$ cat src/rtl/pwm_capture_pkg.sv
// ---------------------------------------------------------------------------
// pwm_capture_pkg
// Shared PWM package: default measurement width, the derived width/MAX
// constants, and the IDLE/HIGH/LOW state encoding. The PWM generator uses the
// same encoding, so both blocks agree on what a "period" is.
// Ports: none (package).
// ---------------------------------------------------------------------------
package pwm_capture_pkg;

    localparam int BITS_DUTY_DEFAULT   = 5;
    localparam int MEAS_WIDTH_DEFAULT  = BITS_DUTY_DEFAULT + 1;
    localparam int MEAS_MAX_DEFAULT    = (1 << MEAS_WIDTH_DEFAULT) - 1;
    localparam int SYNC_STAGES_DEFAULT = 2;

    typedef enum logic [1:0] {
        PWM_IDLE = 2'd0,
        PWM_HIGH = 2'd1,
        PWM_LOW  = 2'd2
    } pwm_state_e;

endpackage

$ cat src/rtl/pwm_capture_if.sv
// ---------------------------------------------------------------------------
// pwm_capture_if
// Bundles the waveform input and the measurement results of pwm_capture.
//   pwm_in     : asynchronous PWM waveform (driven by master)
//   duty_out   : high time of the last complete period, in clk cycles
//   period_out : rise-to-rise time of the last complete period, in clk cycles
//   valid      : one-cycle pulse when duty_out/period_out update
//   timeout    : sticky, no rising edge seen within MAX cycles
//   level      : synchronized pwm_in level
// Modports: master (stimulus/consumer side), slave (pwm_capture side).
// ---------------------------------------------------------------------------
interface pwm_capture_if
    import pwm_capture_pkg::*;
#(
    parameter int BITS_duty = BITS_DUTY_DEFAULT
);

    logic                 pwm_in;
    logic [BITS_duty:0]   duty_out;
    logic [BITS_duty:0]   period_out;
    logic                 valid;
    logic                 timeout;
    logic                 level;

    modport master (
        output pwm_in,
        input  duty_out,
        input  period_out,
        input  valid,
        input  timeout,
        input  level
    );

    modport slave (
        input  pwm_in,
        output duty_out,
        output period_out,
        output valid,
        output timeout,
        output level
    );

endinterface

$ cat src/rtl/pwm_sync_edge.sv
// ---------------------------------------------------------------------------
// pwm_sync_edge
// Brings an asynchronous input into the clk domain through a SYNC_STAGES-deep
// flop chain, follows it with one delay flop, and produces single-cycle
// rise/fall pulses from the synchronized value against the delayed one.
//   clk      : clock
//   rst      : asynchronous active-high reset
//   async_in : raw asynchronous input
//   level    : synchronized level (last synchronizer stage)
//   rise     : one-cycle pulse, synchronized level went 0 -> 1
//   fall     : one-cycle pulse, synchronized level went 1 -> 0
// SYNC_STAGES must be at least 2 for metastability protection.
// ---------------------------------------------------------------------------
module pwm_sync_edge
    import pwm_capture_pkg::*;
#(
    parameter int SYNC_STAGES = SYNC_STAGES_DEFAULT
) (
    input  logic clk,
    input  logic rst,
    input  logic async_in,
    output logic level,
    output logic rise,
    output logic fall
);

    logic [SYNC_STAGES-1:0] sync_q, sync_d;
    logic                   delay_q, delay_d;
    logic                   rise_q, rise_d;
    logic                   fall_q, fall_d;

    // Edge pulses are registered so the capture FSM only ever sees flop
    // outputs; this adds one cycle of latency in front of every decision.
    always_comb begin
        sync_d  = {sync_q[SYNC_STAGES-2:0], async_in};
        delay_d = sync_q[SYNC_STAGES-1];
        rise_d  = sync_q[SYNC_STAGES-1] & ~delay_q;
        fall_d  = ~sync_q[SYNC_STAGES-1] & delay_q;
    end

    always_ff @(posedge clk or posedge rst) begin
        if (rst) begin
            sync_q  <= '0;
            delay_q <= 1'b0;
            rise_q  <= 1'b0;
            fall_q  <= 1'b0;
        end else begin
            sync_q  <= sync_d;
            delay_q <= delay_d;
            rise_q  <= rise_d;
            fall_q  <= fall_d;
        end
    end

    assign level = sync_q[SYNC_STAGES-1];
    assign rise  = rise_q;
    assign fall  = fall_q;

endmodule

$ cat src/rtl/pwm_capture.sv
// ---------------------------------------------------------------------------
// pwm_capture
// Measures an asynchronous PWM waveform: high time and rise-to-rise period in
// clk cycles, reported once per complete period with a one-cycle valid pulse.
// A period that reaches MAX = 2^(BITS_duty+1)-1 cycles without a new rising
// edge sets a sticky timeout and returns to IDLE; the last good measurement
// is kept on the outputs.
//   clk : clock, all state updates on the rising edge
//   rst : asynchronous active-high reset
//   bus : pwm_capture_if.slave (pwm_in in; duty_out, period_out, valid,
//         timeout, level out)
// ---------------------------------------------------------------------------
module pwm_capture
    import pwm_capture_pkg::*;
#(
    parameter int BITS_duty   = BITS_DUTY_DEFAULT,
    parameter int SYNC_STAGES = SYNC_STAGES_DEFAULT
) (
    input  logic           clk,
    input  logic           rst,
    pwm_capture_if.slave   bus
);

    localparam int           W   = BITS_duty + 1;
    localparam logic [W-1:0] MAX = {W{1'b1}};
    localparam logic [W-1:0] ONE = W'(1);

    logic sync_level;
    logic rise;
    logic fall;

    pwm_sync_edge #(
        .SYNC_STAGES (SYNC_STAGES)
    ) u_sync_edge (
        .clk      (clk),
        .rst      (rst),
        .async_in (bus.pwm_in),
        .level    (sync_level),
        .rise     (rise),
        .fall     (fall)
    );

    pwm_state_e   state_q, state_d;
    logic [W-1:0] period_cnt_q, period_cnt_d;
    logic [W-1:0] high_cnt_q, high_cnt_d;
    logic [W-1:0] duty_q, duty_d;
    logic [W-1:0] period_q, period_d;
    logic         valid_q, valid_d;
    logic         timeout_q, timeout_d;

    // Next-state and counter logic. The period counter counts every cycle
    // from a rise, the high counter only while HIGH, so a measurement can
    // never report duty above period. Saturation is checked before a normal
    // increment, so the period counter tops out at MAX instead of wrapping;
    // a rise arriving in the saturation cycle still takes the LOW branch
    // first and yields a valid measurement of exactly MAX.
    always_comb begin
        state_d      = state_q;
        period_cnt_d = period_cnt_q;
        high_cnt_d   = high_cnt_q;
        duty_d       = duty_q;
        period_d     = period_q;
        valid_d      = 1'b0;
        timeout_d    = timeout_q;

        unique case (state_q)
            PWM_IDLE: begin
                if (rise) begin
                    state_d      = PWM_HIGH;
                    period_cnt_d = ONE;
                    high_cnt_d   = ONE;
                end
            end

            PWM_HIGH: begin
                if (period_cnt_q == MAX) begin
                    state_d   = PWM_IDLE;
                    timeout_d = 1'b1;
                end else if (fall) begin
                    state_d      = PWM_LOW;
                    period_cnt_d = period_cnt_q + ONE;
                end else begin
                    period_cnt_d = period_cnt_q + ONE;
                    high_cnt_d   = (high_cnt_q == MAX) ? MAX : high_cnt_q + ONE;
                end
            end

            PWM_LOW: begin
                if (rise) begin
                    state_d      = PWM_HIGH;
                    duty_d       = high_cnt_q;
                    period_d     = period_cnt_q;
                    valid_d      = 1'b1;
                    timeout_d    = 1'b0;
                    period_cnt_d = ONE;
                    high_cnt_d   = ONE;
                end else if (period_cnt_q == MAX) begin
                    state_d   = PWM_IDLE;
                    timeout_d = 1'b1;
                end else begin
                    period_cnt_d = period_cnt_q + ONE;
                end
            end

            default: begin
                state_d = PWM_IDLE;
            end
        endcase
    end

    // State, counters and output registers. Reset discards any partial
    // measurement, so two fresh rises are needed before the next valid.
    always_ff @(posedge clk or posedge rst) begin
        if (rst) begin
            state_q      <= PWM_IDLE;
            period_cnt_q <= '0;
            high_cnt_q   <= '0;
            duty_q       <= '0;
            period_q     <= '0;
            valid_q      <= 1'b0;
            timeout_q    <= 1'b0;
        end else begin
            state_q      <= state_d;
            period_cnt_q <= period_cnt_d;
            high_cnt_q   <= high_cnt_d;
            duty_q       <= duty_d;
            period_q     <= period_d;
            valid_q      <= valid_d;
            timeout_q    <= timeout_d;
        end
    end

    assign bus.duty_out   = duty_q;
    assign bus.period_out = period_q;
    assign bus.valid      = valid_q;
    assign bus.timeout    = timeout_q;
    assign bus.level      = sync_level;

endmodule
$ cat src/flat_wrapper.sv
// flat-port wrapper written by rule: the top's interface ports become plain ports
module pwm_capture_flat import pwm_capture_pkg::*;
#(
    parameter int BITS_duty   = BITS_DUTY_DEFAULT,
    parameter int SYNC_STAGES = SYNC_STAGES_DEFAULT
)
  (clk, rst, bus_pwm_in, bus_duty_out, bus_period_out, bus_valid, bus_timeout, bus_level);
  pwm_capture_if #(.BITS_duty(BITS_duty)) bus_i ();
  input  logic clk;
  input  logic rst;
  input wire logic [$bits(bus_i.pwm_in)-1:0] bus_pwm_in;
  output wire logic [$bits(bus_i.duty_out)-1:0] bus_duty_out;
  output wire logic [$bits(bus_i.period_out)-1:0] bus_period_out;
  output wire logic [$bits(bus_i.valid)-1:0] bus_valid;
  output wire logic [$bits(bus_i.timeout)-1:0] bus_timeout;
  output wire logic [$bits(bus_i.level)-1:0] bus_level;
  assign bus_i.pwm_in = bus_pwm_in;
  assign bus_duty_out = bus_i.duty_out;
  assign bus_period_out = bus_i.period_out;
  assign bus_valid = bus_i.valid;
  assign bus_timeout = bus_i.timeout;
  assign bus_level = bus_i.level;
  pwm_capture #(.BITS_duty(BITS_duty), .SYNC_STAGES(SYNC_STAGES)) u_core (.clk(clk), .rst(rst), .bus(bus_i));
endmodule
$ cat config.mk
export PLATFORM = sky130hd
export DESIGN_NAME = pwm_capture_flat
export DESIGN_NICKNAME = d
export VERILOG_FILES = /design/src/rtl/pwm_capture_pkg.sv /design/src/rtl/pwm_capture_if.sv /design/src/rtl/pwm_sync_edge.sv /design/src/rtl/pwm_capture.sv /design/src/flat_wrapper.sv
export SDC_FILE = /design/constraint.sdc
export NUM_CORES = 1
export LEC_CHECK = 0
export ABC_AREA = 1
export ABC_CLOCK_PERIOD_IN_PS = 3400
export CORE_ASPECT_RATIO = 0.9
export CORE_MARGIN = 10
export CORE_UTILIZATION = 44
export CTS_CLUSTER_DIAMETER = 30
export CTS_CLUSTER_SIZE = 8
export DETAILED_ROUTE_END_ITERATION = 6
export PLACE_DENSITY = 0.64
export SLEW_MARGIN = 25
export SYNTH_ARGS = -nofsm -noshare
export SYNTH_HDL_FRONTEND = slang
export SYNTH_HIERARCHICAL = 1
export SYNTH_SLANG_ARGS = --single-unit
$ cat constraint.sdc
create_clock -name clk -period 3.4 [get_ports clk]
set_clock_uncertainty 0.15 [all_clocks]
set_input_delay 0.85 -clock clk [delete_from_list [all_inputs] [get_ports clk]]
set_output_delay 0.85 -clock clk [all_outputs]
set_load 0.05 [all_outputs]
Word level (Yosys, flattened, before mapping). Index checks and enable logic that the tools add are counted. Widths: inputs -> output; s select.

Register bits: 33. Latch bits: 0. Memory bits (writable): 0. ROM bits: 0. Input port bits: 3. Output and inout bits: 15. Logic and storage cells: 55. Memories kept: 0.

$add $sub $neg: 2. Multipliers: 0. Div/mod/pow operators: 0. Order comparisons: 0. Equality and inequality tests: 10. Shifts and indexed selects: 0. Mux-type cells: 19. Bitwise logic cells: 4. Reduce and logical (&&, ||, !) cells: 9.

Operators with widths (number): $mux 6 (6); $pmux 6 s3 (1); $add 6x1->6 const B (2); $eq 6x6->1 const B (2); $pmux 6 s2 (1); $mux 2 (5); $ne 2x2->1 const B (3); $ne 3x2->1 const B (2); $pmux 2 s3 (1); $mux 1 (4); $reduce_and 2->1 (2); $reduce_and 4->1 (1); $reduce_bool 2->1 (2); $reduce_and 3->1 (1); $reduce_bool 3->1 (1); $and 1x1->1 (2); $eq 2x1->1 const B (1); $eq 2x2->1 const B (1); $logic_not 2->1 (1); $ne 2x1->1 const B (1); $not 1->1 (2); $pmux 1 s2 (1); $reduce_or 2->1 (1).

Depth between registers and ports, before layout. Gate-level depths: netlist of the first run.

Word-level depth: 5. Gate-level depth with buffers: 9. Gate-level depth less buffers: 9.

By module. The synthesis of the first run kept the hierarchy.

Modules (own cells, without submodules): pwm_capture (instances 1, cells each 180, area an instance 1451.4 um^2, sequential area each 700.7 um^2); pwm_sync_edge (instances 1, cells each 10, area an instance 143.9 um^2, sequential area each 125.1 um^2).

Worst setup path after synthesis of the first run. No wires, ideal clock.

Path kind: flip-flop to output port. Start point: register u_core.u_sync_edge.sync_q[1]. End point: output port bus_level. Arrival time: 627 ps. Required time: 2400 ps. Path slack: 1773 ps. Cell stages (with the launch flop): 1. Buffers on the path: 0. Cells stage by stage: dfrtp_1.

RTL lines: start: declaration (RTL line pwm_sync_edge.sv:27) `logic [SYNC_STAGES-1:0] sync_q, sync_d;`; start signal: assignment (RTL line pwm_sync_edge.sv:48) `sync_q <= sync_d;`; end: declaration (RTL line flat_wrapper.sv:16) `output wire logic [$bits(bus_i.level)-1:0] bus_level;`.

No word-level cell between the ends.

Worst setup path after layout of the first run.
Start point: register u_core.u_sync_edge.sync_q[1]. End point: output port bus_level.

No word-level cell between the ends.

==> flow_summary.ini, run 1 <==
[clock_tree]
clk_pin_slew_worst_paths_ns = 0.06
cts_setup_buffers = 0
cts_tree = built
clockRootBuffer = clkbuf_8
hold_buffers = 0
cts_resized = 0
clock-sinks = 33
clk_latency_ns = 0.29
cts_max_path_buffers = 2
numCtsBuffers = 5
htree_levels = 2

[sta]
finalSetupViolations = 0
post-route-min-period_ns = 2.498
rsz0062_at_grt = false
fin_hold_ws_ns = 0.2118
report.final.slew_viol_count = 0
tightest_slew_ns = 0.5641
fin_ws_ns = 0.9018
hold_violations = 0
setup_tns_ns = 0
post-route-period-util_pct = 73.48
fmax_mhz = 400.3
slew_headroom_pct = 62.30

[yosys]
ys_types = 27
synth_fp_nets = 199
synth-seq-cells = 33
netlist_area_sq_um = 1595
netlist_instances = 190
seq_area_frac_synth_pct = 51.76
yosysWarningCount = 6
syn_area_per_cell_sq_um = 8.396

[drt]
dr.first_iter.drc_count = 56
wl_per_cell_microns = 13.46
wirelength_microns = 3458
avgViaCountPerCell = 5.023
drcViolationCount = 0
antenna_left = 0
num_vias = 1291
dr.pass1.iters = 4

[run_status]
status = finished, final reports clean

[cells_and_area]
final_layout_size_suffix_gt1_share_pct = 9.390
area_delta_synth_final_pct = 19.53
final_area_sq_um = 1907
layout_common_cells = 62 x nand2_1, 33 x dfrtp_1, 20 x inv_1, 17 x clkdlybuf4s50_1, 17 x o21ai_0
stdcell_count = 257
final_core_util_pct = 55.62
diodes = 0
nets = 222
layout_commonest_cell = nand2_1

[power]
vdd_drop_max_mv = 0.3657
p_leak_nw = 0.8945
cellPowerDensity_nw_per_um2 = 747.6
total_power_mw = 1.426

[critical_path]
cpPeakStageDelay_ns = 0.83
crit_type = reg -> out
critPathBufInv = 1
path_cells = clkdlybuf4s50_1
crit_fanout = 4
start_kind = register
critical_path_arrival_ns = 1.50
worstPathRequired_ns = 2.40
crit_family = buffers and inverters
end_kind = primary output
slowest_stage = clkdlybuf4s50_1

[global_route]
grt_pass1_vias = 1233
grt_first_pass_wirelength_microns = 5706
antenna_found_initial = 0
grt_max_degree = 29
track_usage_pct = 10.70
overflow = 0

[placed_design]
pre_cts_ws_ns = 1.197
dp_hpwl_microns = 2583
placed_area_sq_um = 1821
dp.cells = 250
gp_congestion = 0.8633
io_buffers = 17

[die]
die_area_sq_um = 6438
die_y_microns = 77.13
num_rows = 20
die_w_microns = 83.47
start_util_pct = 46.53
coreArea_sq_um = 3428
io_pins = 18

[job]
maxCapViolCount = 0

[min_path]
min_path_type = reg -> reg
[cells in the mapped netlist (all sizes together)]
| cell type | instances | area [sq um] |
|---|---|---|
| o21bai | 1 | 7.510 |
| nor2 | 15 | 68.81 |
| nand4 | 2 | 12.51 |
| dfrtp | 33 | 825.8 |
| ha | 6 | 75.07 |
| inv | 21 | 78.82 |
| or2 | 1 | 6.260 |
| clkbuf | 2 | 7.510 |
| a2bb2oi | 1 | 8.760 |
| clkinv | 1 | 3.750 |
| o31ai | 1 | 7.510 |
| xnor2 | 1 | 8.760 |
| nand2 | 64 | 250.2 |
| a21oi | 2 | 10.01 |
| nand3 | 11 | 65.06 |
| o22ai | 1 | 6.260 |
| o21ai | 24 | 135.1 |
| nor3 | 2 | 10.01 |
| o21a | 1 | 7.510 |
[registers in the layout, summed over array words and instances (netlist names)]
register	flops
u_core/bus.duty_out	6
u_core/high_cnt_q	6
u_core/u_sync_edge/rise	1
u_core/bus.period_out	6
u_core/period_cnt_q	6
u_core/bus.timeout	1
u_core/u_sync_edge/fall	1
u_core/u_sync_edge/sync_q	2
u_core/u_sync_edge/delay_q	1
u_core/bus.valid	1
u_core/state_q	2
[worst register-to-register path, cell delays in order, from the launching register on]
cell and delay (ns):
dfrtp_1 0.41, inv_2 0.08, ha_1 0.24, nand2_1 0.44
clkinv_1 0.40, o21ai_0 0.25, o21ai_1 0.09
[area by class of cell]
| class | instances | area [sq um] |
|---|---|---|
| fill | 307 | 1521 |
| sequential | 33 | 825.8 |
| multi-input combinational | 133 | 679.4 |
| timing repair buffer | 18 | 177.7 |
| clock buffer | 7 | 86.33 |
| inverter | 22 | 82.58 |
| tap | 44 | 55.05 |
[cell families (layout without fill, tap and decap cells)]
logic type	count (synthesis)	count (layout)	synth area share, %
compound gates	31	31	11.45
xor+xnor	1	1	0.5491
fa+ha+maj	6	6	4.706
buf+inv	24	47	5.647
flops	33	33	51.76
simple gates	95	95	25.88
[metal layers]
metal,global-route usage (%),part of all wire [%],wire (microns),up-vias
li1,-,-,-,653
met1,12.90,48,1656,598
met2,16.13,43,1499,35
met3,4.435,7.0,242,5
met4,5.017,1.7,59,0
met5,0,0,0,-
[where the power goes]
| group | internal, mW | switching (mW) | leakage (nW) |
|---|---|---|---|
| sequential | 0.470 | 0.0833 | 0.436 |
| combinational | 0.200 | 0.378 | 0.414 |
| clock | 0.160 | 0.134 | 0.0443 |
[worst paths after layout]
check | start | to | slack, ns | depth (start not counted)
max | u_core/u_sync_edge/sync_q[1] | bus_level | 0.90 | 1
min | u_core/u_sync_edge/sync_q[0] | u_core/u_sync_edge/sync_q[1] | 0.21 | 0
max reg2reg | u_core/state_q[0] | u_core/state_q[0] | 1.23 | 6
min reg2reg | u_core/u_sync_edge/sync_q[0] | u_core/u_sync_edge/sync_q[1] | 0.21 | 0
max in group asynchronous | rst | u_core/high_cnt_q[4] | 2.02 | 3
min in group asynchronous | rst | u_core/u_sync_edge/rise | 0.63 | 2
Power figures use the tool's default switching activity.
==> inputs of run 2 (changes only) <==
ABC_CLOCK_PERIOD_IN_PS = 2300   (was 3400)
clock period = 2.3 ns   (was 3.4 ns; I/O delays follow)
==> run 2 against run 1 <==
Sequential share of layout area shrank 0.78 points. Combinational power grew 45%. Cell count grew 0.78%. Largest power group unchanged.
==> flow_summary.ini, run 2 (same netlist as run 1, synthesis figures left out) <==
[run_status]
status = finished, final reports clean

[clock_tree]
numCtsBuffers = 5
cts_max_path_buffers = 2
cts_setup_buffers = 0
cts_resized = 0
cts_tree = built
clockRootBuffer = clkbuf_8
hold_buffers = 0
htree_levels = 2
clk_latency_ns = 0.29
clock-sinks = 33
clk_pin_slew_worst_paths_ns = 0.07

[power]
comb_power_share_pct = 38.2
p_switching_uw = 856.8
total_power_mw = 2.202
p_sw_share_pct = 38.91
internal-power_mw = 1.345
p_leak_nw = 0.9137
seqPwrFrac_pct = 36.7
vdd_drop_max_mv = 0.7989
clkPwrFrac_pct = 25.1
cellPowerDensity_nw_per_um2 = 1134

[critical_path]
cp_num_cells = 1
path_cells = clkdlybuf4s50_1
reg2reg_from = u_core/state_q[1]
crit_family = buffers and inverters
end_kind = primary output
crit_fanout = 2
worstPathRequired_ns = 1.57
critPathBufInv = 1
r2r_cells = 8
crit_type = reg -> out
critical_path_arrival_ns = 1.46
r2r_slack_ns = 0.62
cpPeakStageDelay_ns = 0.81
start_kind = register
regToRegEndpoint = u_core/period_cnt_q[4]
slowest_stage = clkdlybuf4s50_1

[cells_and_area]
layout_common_cells = 62 x nand2_1, 33 x dfrtp_1, 20 x inv_1, 17 x o21ai_0, 16 x clkdlybuf4s50_1
layout_commonest_cell = nand2_1
nets = 223
diodes = 0
final_layout_size_suffix_gt1_share_pct = 10.70
area_delta_synth_final_pct = 21.73

[die]
start_util_pct = 46.53
die_y_microns = 77.13
num_rows = 20
die_w_microns = 83.47
io_pins = 18
coreArea_sq_um = 3428
die_area_sq_um = 6438

[placed_design]
dp_hpwl_microns = 2281
gp_congestion = 0.8220
io_buffers = 17

[sta]
setup_tns_ns = 0
post-route-min-period_ns = 2.181
post-route-period-util_pct = 94.84
rsz0062_at_grt = false
finalSetupViolations = 0
tightest_slew_ns = 0.5065
slew_headroom_pct = 66.13
fmax_mhz = 458.4
report.final.slew_viol_count = 0
hold_violations = 0

[global_route]
antenna_found_initial = 0
grt-busiest-layer = met2
overflow = 0
grt_pass1_vias = 1230
grtUsageMet1_pct = 12.58
track_usage_pct = 10.45
grt_max_degree = 29
use_met3_pct = 6.125
grt_util_met2_pct = 14.89
grt_first_pass_wirelength_microns = 5582

[drt]
avgViaCountPerCell = 4.923
wirelength_microns = 3080
wl_per_cell_microns = 11.89
dr.pass1.iters = 4
dr.first_iter.drc_count = 89
antenna_left = 0
num_vias = 1275
drcViolationCount = 0

[min_path]
min_from = u_core/u_sync_edge/sync_q[0]
min_path_type = reg -> reg
hold_path_depth = 0
worstHoldEndpoint = u_core/u_sync_edge/sync_q[1]

[job]
maxCapViolCount = 0
run 2: changes by cell type in the layout (fill, tap and decap cells not counted):
cell / delta
buf_4: +2
clkdlybuf4s50_1: -1
bufinv_16: +1
run 2: power groups by stage:
stage	registers (mW)	logic, mW	clock network, mW
after detailed placement	0.819	0.846	0
after CTS	0.809	0.851	0.574
after global placement	0.811	0.835	0
final	0.809	0.840	0.553
after global routing	0.825	0.952	0.600
after floorplan	0.947	0.492	0
run 2: metrics by stage:
step	util (%)	area, sq um	setup WS, ns	instances	hold WS (ns)
floorplan	-	1595	0.8042	190	0.1812
global placement	53.25	1826	0.4336	251	0.1905
detailed placement	53.25	1826	0.4144	251	0.1933
CTS	56.64	1942	0.08854	259	0.2172
global route	56.64	1942	0.05756	259	0.2202
finish	56.64	1942	0.1187	259	0.2081
run 2: layer usage:
metal  up-vias  routed length (microns)
li1        658                        -
met1       583                     1528
met2        32                     1283
met3         2                      249
met4         0                       19
met5         -                        0
run 2: final cells by class:
type,count,area (sq um)
clock inverters,1,30.03
flip-flops and latches,33,825.8
multi-input cells,133,679.4
fillers,297,1486
repair buffers,19,182.7
clock buffers,7,86.33
well taps,44,55.05
inverters,22,82.58
run 2: worst max-delay path by stage:
stage                                         to  slack (ns)                     start
after floorplan           u_core/period_cnt_q[0]        0.80         u_core/state_q[0]
after global placement         bus_period_out[2]        0.43  u_core/bus.period_out[2]
after detailed placement       bus_period_out[0]        0.41  u_core/bus.period_out[0]
after CTS                      bus_period_out[0]        0.09  u_core/bus.period_out[0]
after global routing           bus_period_out[2]        0.06  u_core/bus.period_out[2]
final                          bus_period_out[0]        0.12  u_core/bus.period_out[0]
